<file path="src/rtl/pattern_frame_gen.sv">
// One frame of RGB565 test pattern per start pulse, raster order, one pixel per wr_en cycle.
// Latency 1 cycle wr_en -> data_en; wr_en low stalls the raster; start_i outside IDLE is dropped.
module pattern_frame_gen #(
  parameter int H_ACTIVE = 1024,
  parameter int V_ACTIVE = 768,
  parameter int BOX_SIZE = 64,
  parameter int BOX_STEP = 4
) (
  input  logic        clk,
  input  logic        rst_n,
  input  logic        start_i,
  input  logic [1:0]  mode_i,
  input  logic        wr_en,
  output logic        data_en,
  output logic [15:0] dout,
  output logic        busy,
  output logic        frame_done,
  output logic [7:0]  frame_cnt
);

  localparam int XW  = $clog2(H_ACTIVE);
  localparam int YW  = $clog2(V_ACTIVE);
  localparam int BW  = $clog2(H_ACTIVE / 8);
  localparam int XW1 = XW + 1;
  localparam int YW1 = YW + 1;

  localparam logic [XW-1:0] X_LAST   = XW'(H_ACTIVE - 1);
  localparam logic [YW-1:0] Y_LAST   = YW'(V_ACTIVE - 1);
  localparam logic [BW-1:0] BAR_LAST = BW'(H_ACTIVE / 8 - 1);

  localparam logic [XW:0] BOX_X  = XW1'(BOX_SIZE);
  localparam logic [XW:0] STEP_X = XW1'(BOX_STEP);
  localparam logic [XW:0] LIM_X  = XW1'(H_ACTIVE - BOX_SIZE);
  localparam logic [YW:0] BOX_Y  = YW1'(BOX_SIZE);
  localparam logic [YW:0] STEP_Y = YW1'(BOX_STEP);
  localparam logic [YW:0] LIM_Y  = YW1'(V_ACTIVE - BOX_SIZE);

  typedef enum logic [1:0] {IDLE, RUN, DONE} state_t;

  state_t          state_q, state_d;
  logic [1:0]      mode_q, mode_d;
  logic [XW-1:0]   x_q, x_d;
  logic [YW-1:0]   y_q, y_d;
  logic [BW-1:0]   bar_px_q, bar_px_d;
  logic [2:0]      bar_idx_q, bar_idx_d;
  logic [4:0]      grad_b_q, grad_b_d;
  logic [XW-1:0]   bx_q, bx_d;
  logic [YW-1:0]   by_q, by_d;
  logic            dx_q, dx_d;
  logic            dy_q, dy_d;
  logic            data_en_q, data_en_d;
  logic [15:0]     dout_q, dout_d;
  logic            busy_q, busy_d;
  logic            frame_done_q, frame_done_d;
  logic [7:0]      frame_cnt_q, frame_cnt_d;

  logic [XW:0]     x_w, bx_w, bx_plus;
  logic [YW:0]     y_w, by_w, by_plus;
  logic            in_box;
  logic [15:0]     pix;

  assign x_w     = {1'b0, x_q};
  assign y_w     = {1'b0, y_q};
  assign bx_w    = {1'b0, bx_q};
  assign by_w    = {1'b0, by_q};
  assign bx_plus = bx_w + STEP_X;
  assign by_plus = by_w + STEP_Y;
  assign in_box  = (x_w >= bx_w) && (x_w < bx_w + BOX_X) &&
                   (y_w >= by_w) && (y_w < by_w + BOX_Y);

  always_comb begin
    pix = 16'h0000;
    case (mode_q)
      2'd0: begin
        case (bar_idx_q)
          3'd0:    pix = 16'hFFFF;
          3'd1:    pix = 16'hFFE0;
          3'd2:    pix = 16'h07FF;
          3'd3:    pix = 16'h07E0;
          3'd4:    pix = 16'hF81F;
          3'd5:    pix = 16'hF800;
          3'd6:    pix = 16'h001F;
          default: pix = 16'h0000;
        endcase
      end
      2'd1:    pix = (1'(x_q >> 5) ^ 1'(y_q >> 5)) ? 16'h0000 : 16'hFFFF;
      2'd2:    pix = {5'(x_q >> 3), 6'(y_q >> 2), grad_b_q};
      default: pix = in_box ? 16'hFFFF : 16'h001F;
    endcase
  end

  always_comb begin
    state_d      = state_q;
    mode_d       = mode_q;
    x_d          = x_q;
    y_d          = y_q;
    bar_px_d     = bar_px_q;
    bar_idx_d    = bar_idx_q;
    grad_b_d     = grad_b_q;
    bx_d         = bx_q;
    by_d         = by_q;
    dx_d         = dx_q;
    dy_d         = dy_q;
    data_en_d    = 1'b0;
    dout_d       = dout_q;
    busy_d       = busy_q;
    frame_done_d = 1'b0;
    frame_cnt_d  = frame_cnt_q;

    case (state_q)
      IDLE: begin
        if (start_i) begin
          mode_d    = mode_i;
          grad_b_d  = frame_cnt_q[4:0];
          x_d       = '0;
          y_d       = '0;
          bar_px_d  = '0;
          bar_idx_d = '0;
          busy_d    = 1'b1;
          state_d   = RUN;
        end
      end

      RUN: begin
        if (wr_en) begin
          data_en_d = 1'b1;
          dout_d    = pix;
          if (x_q == X_LAST) begin
            x_d       = '0;
            bar_px_d  = '0;
            bar_idx_d = '0;
            if (y_q == Y_LAST) begin
              y_d     = '0;
              state_d = DONE;
            end else begin
              y_d = y_q + YW'(1);
            end
          end else begin
            x_d = x_q + XW'(1);
            if (bar_px_q == BAR_LAST) begin
              bar_px_d  = '0;
              bar_idx_d = bar_idx_q + 3'd1;
            end else begin
              bar_px_d = bar_px_q + BW'(1);
            end
          end
        end
      end

      DONE: begin
        frame_done_d = 1'b1;
        busy_d       = 1'b0;
        frame_cnt_d  = frame_cnt_q + 8'd1;
        state_d      = IDLE;

        // Clamps only matter for degenerate BOX_SIZE/BOX_STEP combos; they keep the box on screen.
        if (dx_q) begin
          if (bx_plus > LIM_X) begin
            dx_d = 1'b0;
            bx_d = (bx_w >= STEP_X) ? XW'(bx_w - STEP_X) : '0;
          end else begin
            bx_d = XW'(bx_plus);
          end
        end else begin
          if (bx_w < STEP_X) begin
            dx_d = 1'b1;
            bx_d = (bx_plus > LIM_X) ? XW'(LIM_X) : XW'(bx_plus);
          end else begin
            bx_d = XW'(bx_w - STEP_X);
          end
        end

        if (dy_q) begin
          if (by_plus > LIM_Y) begin
            dy_d = 1'b0;
            by_d = (by_w >= STEP_Y) ? YW'(by_w - STEP_Y) : '0;
          end else begin
            by_d = YW'(by_plus);
          end
        end else begin
          if (by_w < STEP_Y) begin
            dy_d = 1'b1;
            by_d = (by_plus > LIM_Y) ? YW'(LIM_Y) : YW'(by_plus);
          end else begin
            by_d = YW'(by_w - STEP_Y);
          end
        end
      end

      default: state_d = IDLE;
    endcase
  end

  always_ff @(posedge clk or negedge rst_n) begin
    if (!rst_n) begin
      state_q      <= IDLE;
      mode_q       <= 2'd0;
      x_q          <= '0;
      y_q          <= '0;
      bar_px_q     <= '0;
      bar_idx_q    <= 3'd0;
      grad_b_q     <= 5'd0;
      bx_q         <= '0;
      by_q         <= '0;
      dx_q         <= 1'b1;
      dy_q         <= 1'b1;
      data_en_q    <= 1'b0;
      dout_q       <= 16'h0000;
      busy_q       <= 1'b0;
      frame_done_q <= 1'b0;
      frame_cnt_q  <= 8'd0;
    end else begin
      state_q      <= state_d;
      mode_q       <= mode_d;
      x_q          <= x_d;
      y_q          <= y_d;
      bar_px_q     <= bar_px_d;
      bar_idx_q    <= bar_idx_d;
      grad_b_q     <= grad_b_d;
      bx_q         <= bx_d;
      by_q         <= by_d;
      dx_q         <= dx_d;
      dy_q         <= dy_d;
      data_en_q    <= data_en_d;
      dout_q       <= dout_d;
      busy_q       <= busy_d;
      frame_done_q <= frame_done_d;
      frame_cnt_q  <= frame_cnt_d;
    end
  end

  assign data_en    = data_en_q;
  assign dout       = dout_q;
  assign busy       = busy_q;
  assign frame_done = frame_done_q;
  assign frame_cnt  = frame_cnt_q;

endmodule

</file>
<file path="config.mk">
export PLATFORM = sky130hd
export DESIGN_NAME = pattern_frame_gen
export DESIGN_NICKNAME = d
export VERILOG_FILES = /design/src/rtl/pattern_frame_gen.sv
export SDC_FILE = /design/constraint.sdc
export NUM_CORES = 1
export LEC_CHECK = 0
export CAP_MARGIN = 25
export CORE_ASPECT_RATIO = 0.5
export CORE_MARGIN = 2
export CORE_UTILIZATION = 40
export DETAILED_ROUTE_END_ITERATION = 10
export PLACE_DENSITY = 0.6
export SLEW_MARGIN = 5
export SYNTH_ARGS = -nofsm -noshare
export SYNTH_HDL_FRONTEND = slang
export SYNTH_SLANG_ARGS = --single-unit
</file>
<file path="constraint.sdc">
create_clock -name clk -period 2.8 [get_ports clk]
set_input_delay 0.56 -clock clk [delete_from_list [all_inputs] [get_ports clk]]
set_output_delay 0.56 -clock clk [all_outputs]
set_load 0.005 [all_outputs]
</file>
==> results by group <==
Global routing
  – Largest net degree at the start of global routing: 46
  – Vias in the first global route: between 4000 and 5000
  – GRT Overall Usage: 0.192
  – Total grt overflow: 0
  – Initial antenna violation count: 0
  – First-pass GRT wire length: around 22000 um

Yosys
  – Top-count cell post-synth: dfrtp_1
  – Netlist cell types: 67
  – Post-synth top area cell: dfrtp_1
  – Primary FF master, synth: dfrtp_1
  – Cell Area, Synth: 5460 um2
  – Most frequent cells after synthesis: dfrtp_1, nand2_1, ha_1
  – Share of Yosys cell area claimed by the top area cell type: 0.376
  – Flops & latches, synth: 84
  – FFs w/ async S/R, synth: 1.00
  – Syn Area/Cell: 8.97 um2
  – Post-synth EDFFs: 0
  – Sequential-to-total area share from yosys stat: 0.386
  – Synth warn: 0
  – Post-synth net total: between 600 and 700
  – Synth top area cells: dfrtp_1, ha_1, nand2_1
  – Synthesized instance count: 608

Power and ir drop
  – Switching Fraction: 0.328
  – Power Internal: about 2500 uW
  – Maximum vdd drop: 0.381 mV
  – Pwr dens: 598 nW/um2
  – Leakage: between 0.002 and 0.003 uW
  – P_sw: 1230 uW
  – Clk pwr share: 0.300
  – Combinational fraction of design power: 0.253
  – Seq pwr share: 0.447
  – Power, Total: 3760 uW

CTS
  – Clock Path Buffers: 2
  – H-tree Lvls: 3
  – Setup bufs post-CTS: 0
  – CTS buffer count: 9
  – Clk pin slew, worst setup/hold paths: 0.07 ns
  – Clk root buf: clkbuf_16
  – # clock sinks: 84
  – TritonCTS clock tree: done
  – Post-CTS sizing: 0
  – Clock latency on the worst-skew pair: 0.34 ns
  – CTS Hold Bufs: 0

STA
  – Final setup fails: 0
  – Rel. slew slack: 0.521
  – Final hold violations: 0
  – Clk_skew: 0.00991 ns
  – RSZ-0062 raised after global routing: no
  – Fin crit share: 0.867
  – Fmax achieved: 412 MHz
  – Setup ws final: about 0.37 ns
  – Final min period: between 2 and 2.5 ns
  – Slew @ Worst Pin: 0.718 ns
  – Setup_tns: 0 ns
  – Pins Over Slew Limit: 0

Critical path
  – Data required time of the critical path: approximately 3 ns
  – Worst flop-to-flop path startpoint: by_q[3]
  – R2R Setup Slk: 0.37 ns
  – CP Launch Point: by_q[3]
  – FF-to-FF End: by_q[7]
  – Crit Path Max Fanout: 8
  – Critical Path Sink: by_q[7]
  – R2R depth: 7
  – CP Launch Type: flip-flop
  – CP endpoint kind: flip-flop
  – Worst setup path category: reg -> reg
  – Critical path arrival: 2.68 ns

Routing
  – Post-route DRC: 0
  – WL/cell: 16.2 um
  – Routed Antenna Nets: 0
  – Via/cell ratio: 5.58
  – Drt total wl: 13300 um
  – Via count: 4585
  – First DRT Iteration DRCs: 274
  – DR pass1 iterations: 5

Finish
  – Share of cells above drive strength 1: 0.0915
  – Area delta synth->final: 15.3%
  – Final cell count without fillers: 821
  – Nets: 691
  – Diode count: 0

Place
  – Placed insts: slightly above 800
  – Port Buffers: 32
  – Dpl hpwl: 9670 um
  – Gpl congestion: 0.877
  – Pre-CTS setup slack: 0.333 ns

Floorplan
  – Core area: between 10000 and 15000 um2
  – Die footprint: 14600 um2
  – Chip height: 86.6 um
  – Cell Rows: 30
  – Number of I/O pins: 33
  – Die Span X: 169 um
  – Starting density of the core: 0.406

Outcome
  – Status: complete, no violations

Hold path
  – Worst hold path class: in -> async

Job
  – Max Cap Violations: 0
==> worst min path at each step <==
stage,endpoint,depth (start not counted)
after CTS,bar_idx_q[1],1
after floorplan,bar_idx_q[0],0
final,bar_idx_q[1],1
after detailed placement,frame_cnt[7],1
after global placement,busy,1
after global routing,bar_idx_q[0],1
==> final cells by class <==
class / count / area (um2)
Tap cell: 176 / 220
Clock buffer: 10 / 229
Inverter: 35 / 131
Timing Repair Buffer: 49 / 458
Clock inverter: 6 / 47.5
Fill cell: 1286 / 7150
Sequential cell: 84 / 2100
Multi-Input combinational cell: 461 / 3100
==> power groups by stage <==
stage          registers (uW)  logic [uW]  clock network (uW)
2_1_floorplan            1610         609                   0
3_3_place_gp             1700         938                   0
3_5_place_dp             1700         958                   0
4_1_cts                  1680         964                1160
5_1_grt                  1710        1080                1230
6_report                 1680         950                1130
==> routing by layer <==
metal  vias up  part of all wire  track usage  wire (um)
met1      2212              0.51        0.282       6770
met5         -                 0            0          0
met2        90              0.44        0.295       5800
met3        15             0.041       0.0320        551
li1       2268                 -            -          -
met4         0             0.014       0.0528        182
==> cells in the final DEF (no fill, tap or decap), types with 4 or more instances in the layout <==
cell,instances
a211oi_1,4
a21o_1,6
a21oi_1,30
a221oi_1,6
a31oi_1,11
and2_1,6
and3_1,10
and4_1,4
buf_4,17
clkbuf_16,9
clkdlybuf4s50_1,31
dfrtp_1,82
ha_1,45
inv_1,34
mux2_2,8
mux2i_1,4
nand2_1,71
nand2b_1,6
nand3_1,18
nand4_1,16
nor2_1,44
nor3_1,16
nor4_1,4
o211ai_1,14
o21ai_0,40
o31ai_1,6
or2_2,5
xnor2_1,23
xor2_1,11
==> critical path: stages (launching register included) <==
cell and delay, ns:
dfrtp_1 0.45, ha_1 0.27, nand4_1 0.24, and4_1 0.28, a32oi_1 0.34, a31o_2 0.33
mux2_2 0.35, o21ai_0 0.07
==> flip-flops by register name, summed over array words and instances, names as in the netlist <==
name / flops
dout: 16
x_q: 10
y_q: 10
bx_q: 8
by_q: 8
frame_cnt: 8
bar_px_q: 7
grad_b_q: 5
bar_idx_q: 3
mode_q: 2
state_q: 2
busy: 1
data_en: 1
dx_q: 1
dy_q: 1
frame_done: 1
==> stage by stage <==
step                      cell area (um2)  hold WS (ns)   util
final                                6290         0.227  0.468
after global routing                 6290         0.271  0.468
after CTS                            6290         0.245  0.468
after detailed placement             6010         0.472  0.447
after global placement               6010         0.463  0.447
after floorplan                      5460         0.264      -
==> cell families (layout without fill, tap and decap cells) <==
kind of cell	count (synthesis)	count (layout)	share of synthesized area
and+or+nand+nor	215	215	0.194
xor gates and xnor gates	34	34	0.0546
adders and majority gates	45	45	0.103
AOI/OAI and AO/OA	155	155	0.192
buffers and inverters	63	100	0.0463
DFF	84	84	0.386
muxes	12	12	0.0239
Note: power is estimated with default switching activity, not from simulation.
